`src/rtl/conv_rr_scheduler_if.sv`:
```
// Bundle between the round-robin conversion scheduler, its requester channels
// and the shared float-to-fixed converter.
interface conv_rr_scheduler_if #(
  parameter int N_REQ = 4,
  parameter int W     = 32
);
  logic [N_REQ-1:0]   REQ;
  logic [N_REQ*W-1:0] FLOAT_IN;
  logic [N_REQ-1:0]   GNT;
  logic [N_REQ-1:0]   DONE;
  logic [N_REQ-1:0]   ERR;
  logic [W-1:0]       RESULT_OUT;
  logic               BUSY;
  logic [W-1:0]       CONV_F;
  logic               CONV_BEGIN;
  logic               CONV_RST_FSM;
  logic               CONV_ACK;
  logic [W-1:0]       CONV_RESULT;

  modport master (
    input  REQ, FLOAT_IN, CONV_ACK, CONV_RESULT,
    output GNT, DONE, ERR, RESULT_OUT, BUSY, CONV_F, CONV_BEGIN, CONV_RST_FSM
  );

  modport slave (
    output REQ, FLOAT_IN, CONV_ACK, CONV_RESULT,
    input  GNT, DONE, ERR, RESULT_OUT, BUSY, CONV_F, CONV_BEGIN, CONV_RST_FSM
  );
endinterface

```
`src/rtl/conv_rr_scheduler.sv`:
```
// Round-robin scheduler sharing one float-to-fixed converter among N_REQ
// requesters, with begin/ack/re-arm sequencing and a WAIT watchdog.
module conv_rr_scheduler #(
  parameter int N_REQ   = 4,
  parameter int W       = 32,
  parameter int TIMEOUT = 64
) (
  input logic                 CLK,
  input logic                 RST,
  conv_rr_scheduler_if.master bus
);

  localparam int PTR_W = $clog2(N_REQ);
  localparam int CNT_W = $clog2(TIMEOUT);

  typedef enum logic [1:0] {IDLE, START, WAIT, RESTART} state_t;

  state_t           state;
  state_t           state_nxt;
  logic [PTR_W-1:0] ptr;
  logic [PTR_W-1:0] win;
  logic             win_vld;
  logic [CNT_W-1:0] cnt;
  logic [N_REQ-1:0] gnt;
  logic             ok;
  logic [W-1:0]     result;
  logic [W-1:0]     conv_f;
  logic             ack_take;
  logic             timeout_hit;

  // Rotating-priority search: scan offsets high to low so the smallest offset
  // from the pointer is the last assignment and therefore wins.
  always_comb begin
    logic [PTR_W-1:0] idx;
    idx     = '0;
    win     = '0;
    win_vld = 1'b0;
    for (int k = N_REQ - 1; k >= 0; k--) begin
      idx = PTR_W'((int'(ptr) + k) % N_REQ);
      if (bus.REQ[idx]) begin
        win     = idx;
        win_vld = 1'b1;
      end
    end
  end

  always_ff @(posedge CLK) begin
    if (RST) state <= IDLE;
    else     state <= state_nxt;
  end

  // ACK is only looked at in WAIT, so a stale level in IDLE/START is harmless;
  // ACK is tested before the watchdog so a coincident ACK still succeeds.
  always_comb begin
    state_nxt   = state;
    ack_take    = 1'b0;
    timeout_hit = 1'b0;
    case (state)
      IDLE:    if (win_vld) state_nxt = START;
      START:   state_nxt = WAIT;
      WAIT: begin
        if (bus.CONV_ACK) begin
          ack_take  = 1'b1;
          state_nxt = RESTART;
        end else if (cnt == CNT_W'(TIMEOUT - 1)) begin
          timeout_hit = 1'b1;
          state_nxt   = RESTART;
        end
      end
      RESTART: state_nxt = IDLE;
      default: state_nxt = IDLE;
    endcase
  end

  always_ff @(posedge CLK) begin
    if (RST) begin
      ptr    <= '0;
      gnt    <= '0;
      cnt    <= '0;
      ok     <= 1'b0;
      result <= '0;
      conv_f <= '0;
    end else begin
      case (state)
        IDLE: begin
          if (win_vld) begin
            gnt    <= N_REQ'(1) << win;
            conv_f <= bus.FLOAT_IN[win*W +: W];
            ptr    <= (win == PTR_W'(N_REQ - 1)) ? '0 : win + PTR_W'(1);
          end
        end
        START: cnt <= '0;
        WAIT: begin
          if (ack_take) begin
            ok     <= 1'b1;
            result <= bus.CONV_RESULT;
          end else if (timeout_hit) begin
            ok <= 1'b0;
          end else begin
            cnt <= cnt + CNT_W'(1);
          end
        end
        RESTART: gnt <= '0;
        default: ;
      endcase
    end
  end

  // Pulses decode straight from registered state, so each is one clean cycle.
  assign bus.GNT          = gnt;
  assign bus.BUSY         = (state != IDLE);
  assign bus.CONV_BEGIN   = (state == START);
  assign bus.CONV_RST_FSM = (state == RESTART);
  assign bus.DONE         = (state == RESTART && ok)  ? gnt : '0;
  assign bus.ERR          = (state == RESTART && !ok) ? gnt : '0;
  assign bus.RESULT_OUT   = result;
  assign bus.CONV_F       = conv_f;

endmodule

```
`src/flat_wrapper.sv`:
```
// flat-port wrapper written by rule: the top's interface ports become plain ports
module conv_rr_scheduler_flat 
#(
  parameter int N_REQ   = 4,
  parameter int W       = 32,
  parameter int TIMEOUT = 64
)
  (CLK, RST, bus_REQ, bus_FLOAT_IN, bus_CONV_ACK, bus_CONV_RESULT, bus_GNT, bus_DONE, bus_ERR, bus_RESULT_OUT, bus_BUSY, bus_CONV_F, bus_CONV_BEGIN, bus_CONV_RST_FSM);
  conv_rr_scheduler_if #(.N_REQ(N_REQ), .W(W)) bus_i ();
  input logic CLK;
  input logic RST;
  input wire logic [$bits(bus_i.REQ)-1:0] bus_REQ;
  input wire logic [$bits(bus_i.FLOAT_IN)-1:0] bus_FLOAT_IN;
  input wire logic [$bits(bus_i.CONV_ACK)-1:0] bus_CONV_ACK;
  input wire logic [$bits(bus_i.CONV_RESULT)-1:0] bus_CONV_RESULT;
  output wire logic [$bits(bus_i.GNT)-1:0] bus_GNT;
  output wire logic [$bits(bus_i.DONE)-1:0] bus_DONE;
  output wire logic [$bits(bus_i.ERR)-1:0] bus_ERR;
  output wire logic [$bits(bus_i.RESULT_OUT)-1:0] bus_RESULT_OUT;
  output wire logic [$bits(bus_i.BUSY)-1:0] bus_BUSY;
  output wire logic [$bits(bus_i.CONV_F)-1:0] bus_CONV_F;
  output wire logic [$bits(bus_i.CONV_BEGIN)-1:0] bus_CONV_BEGIN;
  output wire logic [$bits(bus_i.CONV_RST_FSM)-1:0] bus_CONV_RST_FSM;
  assign bus_i.REQ = bus_REQ;
  assign bus_i.FLOAT_IN = bus_FLOAT_IN;
  assign bus_i.CONV_ACK = bus_CONV_ACK;
  assign bus_i.CONV_RESULT = bus_CONV_RESULT;
  assign bus_GNT = bus_i.GNT;
  assign bus_DONE = bus_i.DONE;
  assign bus_ERR = bus_i.ERR;
  assign bus_RESULT_OUT = bus_i.RESULT_OUT;
  assign bus_BUSY = bus_i.BUSY;
  assign bus_CONV_F = bus_i.CONV_F;
  assign bus_CONV_BEGIN = bus_i.CONV_BEGIN;
  assign bus_CONV_RST_FSM = bus_i.CONV_RST_FSM;
  conv_rr_scheduler #(.N_REQ(N_REQ), .W(W), .TIMEOUT(TIMEOUT)) u_core (.CLK(CLK), .RST(RST), .bus(bus_i));
endmodule
```
`config.mk`:
```
export PLATFORM = sky130hd
export DESIGN_NAME = conv_rr_scheduler_flat
export DESIGN_NICKNAME = d
export VERILOG_FILES = /design/src/rtl/conv_rr_scheduler_if.sv /design/src/rtl/conv_rr_scheduler.sv /design/src/flat_wrapper.sv
export SDC_FILE = /design/constraint.sdc
export NUM_CORES = 1
export LEC_CHECK = 0
export ABC_AREA = 1
export CORE_ASPECT_RATIO = 1.75
export CORE_MARGIN = 2
export CORE_UTILIZATION = 37
export CTS_CLUSTER_DIAMETER = 40
export DETAILED_ROUTE_END_ITERATION = 16
export PLACE_DENSITY = 0.89
export SLEW_MARGIN = 20
export SYNTH_ARGS = -nofsm -noshare
export SYNTH_HDL_FRONTEND = slang
export SYNTH_SLANG_ARGS = --single-unit
```
`constraint.sdc`:
```
create_clock -name CLK -period 1.65 [get_ports CLK]
set_input_delay 0.2475 -clock CLK [delete_from_list [all_inputs] [get_ports CLK]]
set_output_delay 0.2475 -clock CLK [all_outputs]
set_load 0.005 [all_outputs]
```
==> flow_metrics.tcl <==
set metrics [dict create \
    outcome "complete, but fails checks" \
    violations "negative setup slack" \
    setup_viol 41 \
    wl_um 21600 \
    cts-root-buf "clkbuf_16" \
    cp_max_fo 19 \
    timing.final.hold_violations 0 \
    htreeDepth 3 \
    syn_nets 1024 \
    crit_chain "buf_12 > inv_12 > nand2_4 > nand2_4 > nand3_4 > nand3_4 > nand2_4 > nand2_2 > buf_12 > nand3_1 > nand3_1 > nand3_2 > nand2_1 > inv_1" \
    skew_ns 0.00949 \
    fmax_ghz 0.522 \
    overflow 0 \
    fin_crit_sh_pct 116 \
    critical_path.top_delay_family "simple AND/OR/NAND/NOR gates" \
    slew_viol_final 0 \
    insertion_delay_ns 0.34 \
    layout_min_cycle_time_ns 1.92 \
    syn-cell-area_mm2 0.00503 \
    vias_per_cell 5.13 \
    p_per_area_mw_per_mm2 1860 \
    track_usage_pct 26.8 \
    ys_ff_latch 79 \
    initialDrtViolationCount 390 \
    synthTopCellsByArea "dfxtp_1, nand3_1, inv_1, nor2_1, nand2_1" \
    core_mm2 0.0133 \
    wl_per_cell_um 16.5 \
    cp_slowest_stage_delay_ns 0.33 \
    gp_congestion 0.871 \
    power.leakage_nw 4.63 \
    cts_buffers 9 \
    start_util_pct 37.8 \
    r2r_cells 14 \
    avgSynthCellArea_um2 5.92 \
    cts_buffer_depth 2 \
    dp_hpwl_um 13000 \
    grt_pass1_wl_um 30900 \
    slew_headroom_pct 66.1 \
    worstMarginPinSlew_ns 0.508 \
    n_antenna_cell 0 \
    yosysSeqAreaShare_pct 31.5 \
    cp_slowest_cell "dfxtp_2" \
    die_x_um 92.1 \
    synth_cell_types 29 \
    critPathArrivalTime_ns 2.16 \
    timing.hold.ws_ns 0.337 \
    portBuffers 245 \
    synth_largest_area_cell "dfxtp_1" \
    antenna_found_initial 0 \
    critPathLaunchType "flip-flop" \
    grt_max_degree 53 \
    syn_inst 850 \
    crit_top_cell "nand2_4" \
    maxCapViolCount 0 \
    cts_sinks 79 \
    cts_tree "yes" \
    grt_pass1_vias 6549 \
    hold_depth 5 \
    path_depth 14 \
    clk_pin_slew_ns 0.07 \
    hp-class "primary input to flip-flop" \
    fillers 982 \
    ys_warn_count 0 \
    end_kind "flip-flop" \
    drive_gt1_share_pct 22.2 \
    die_h_um 158 \
    dr.pass1.iters 5 \
    worstSetupPathType "flip-flop to flip-flop" \
    drc 0 \
    num_rows 56 \
    rsz0062_at_grt "true" \
    pin_count 246 \
    setup_tns_ns -8.59 \
    vias 6711 \
    die_area_mm2 0.0146 \
    required_ns 1.89 \
    ant_nets 0 \
    worst-path-buf-inv 4 \
    worst_slack_ns -0.267 \
    fin_nets 1304 \
    area_growth_pct 91.3 \
    synth_top_area_share_pct 31.5 \
    ir_worst_vdd_mv 1.09 \
]
[cell type report]
type | instances | area, um2 | share of cell area [%]
sequential | 79 | 1590 | 16.6
clock inverter | 6 | 51.3 | 0.533
tap | 174 | 218 | 2.26
inverter | 187 | 724 | 7.53
multi-input combinational | 533 | 3310 | 34.4
timing repair buffer | 320 | 3490 | 36.3
clock buffer | 10 | 239 | 2.48
[worst reg2reg max path, delay by kind of cell, from the launching register on]
family,cells,cell delay (ns)
buffers and inverters,4,0.48
and+or+nand+nor,10,1.01
DFF,1,0.33
[what timing repair did]
action	in CTS	in global routing
endpoints found under the hold margin	0	0
gates resized for setup	168	88
hold buffers	0	0
setup buffers	15	5
endpoints found under the setup margin	55	54
gates cloned	10	3
pin swaps	33	54
[state kept, by name, indices dropped and copies added, names as in the netlist]
signal and cells:
u_core.cnt 6, u_core.ptr 2, u_core.bus.GNT 4, u_core.bus.RESULT_OUT 32, u_core.state 2, u_core.ok 1, u_core.bus.CONV_F 32
[per-layer routing]
| layer | vias up | share of wire (%) | GRT usage (%) |
|---|---|---|---|
| met1 | 3069 | 31 | 24.5 |
| met5 | - | 0 | 0 |
| met4 | 0 | 6.1 | 17.7 |
| met3 | 101 | 7.8 | 5.81 |
| li1 | 3175 | - | - |
| met2 | 366 | 55 | 52.1 |
[path summary, 6_finish.rpt]
| kind | startpoint | slack (ns) | end |
|---|---|---|---|
| hold reg to reg | u_core.bus.RESULT_OUT[26] | 0.48 | u_core.bus.RESULT_OUT[26] |
| setup reg to reg | u_core.ptr[0] | -0.27 | u_core.bus.CONV_F[17] |
| setup / recovery | u_core.ptr[0] | -0.27 | u_core.bus.CONV_F[17] |
| hold / removal | RST | 0.34 | u_core.cnt[2] |
[kinds of logic (layout without fill, tap and decap cells)]
logic type | Yosys count | in the layout | share of synthesized area, %
compound gates | 53 | 53 | 5.52
xor+xnor | 1 | 1 | 0.174
fa+ha+maj | 7 | 7 | 1.74
buf+inv | 238 | 523 | 19.9
flops | 79 | 79 | 31.5
simple gates | 472 | 472 | 41.2
[cell usage after synthesis, drive strengths merged]
| library cell | n |
|---|---|
| dfxtp | 79 |
| nor2 | 147 |
| inv | 187 |
| ha | 7 |
| a21oi | 11 |
| o21ai | 38 |
| o211ai | 1 |
| o21bai | 1 |
| nand2 | 112 |
| nand3 | 205 |
| or2 | 1 |
| or3 | 1 |
| buf | 41 |
| a211oi | 1 |
| o211a | 1 |
| nor3 | 3 |
| xnor2 | 1 |
| nand4 | 3 |
| clkbuf | 10 |
[stage by stage]
step | worst slack [ns] | utilization (%) | cell area [um2] | instances | power [mW]
2_1_floorplan | -0.00717 | - | 5110 | 850 | 8.10
3_3_place_gp | -0.475 | 59.4 | 7910 | 1261 | 11.2
3_5_place_dp | -0.522 | 59.4 | 7910 | 1261 | 11.5
4_1_cts | -0.190 | 68.7 | 9150 | 1302 | 16.4
5_1_grt | -0.376 | 72.3 | 9620 | 1309 | 18.9
6_report | -0.267 | 72.3 | 9620 | 1309 | 17.9
[power breakdown]
part           internal, mW  switching, mW  total (mW)
Sequential             2.49          0.362        2.85
Combinational          6.19           6.84        13.0
Clock                  1.08          0.882        1.96
Total                  9.76           8.09        17.8
[placed cells by master, fill, tap and decap left out, drive strengths merged, types with 4 or more instances in the layout]
| master | n |
|---|---|
| nand3 | 205 |
| clkdlybuf4s50 | 232 |
| dlygate4sd2 | 4 |
| inv | 190 |
| nand2 | 112 |
| clkbuf | 15 |
| o21ai | 38 |
| ha | 7 |
| dfxtp | 79 |
| nor2 | 147 |
| a21oi | 11 |
| buf | 77 |
Power figures use the tool's default switching activity.
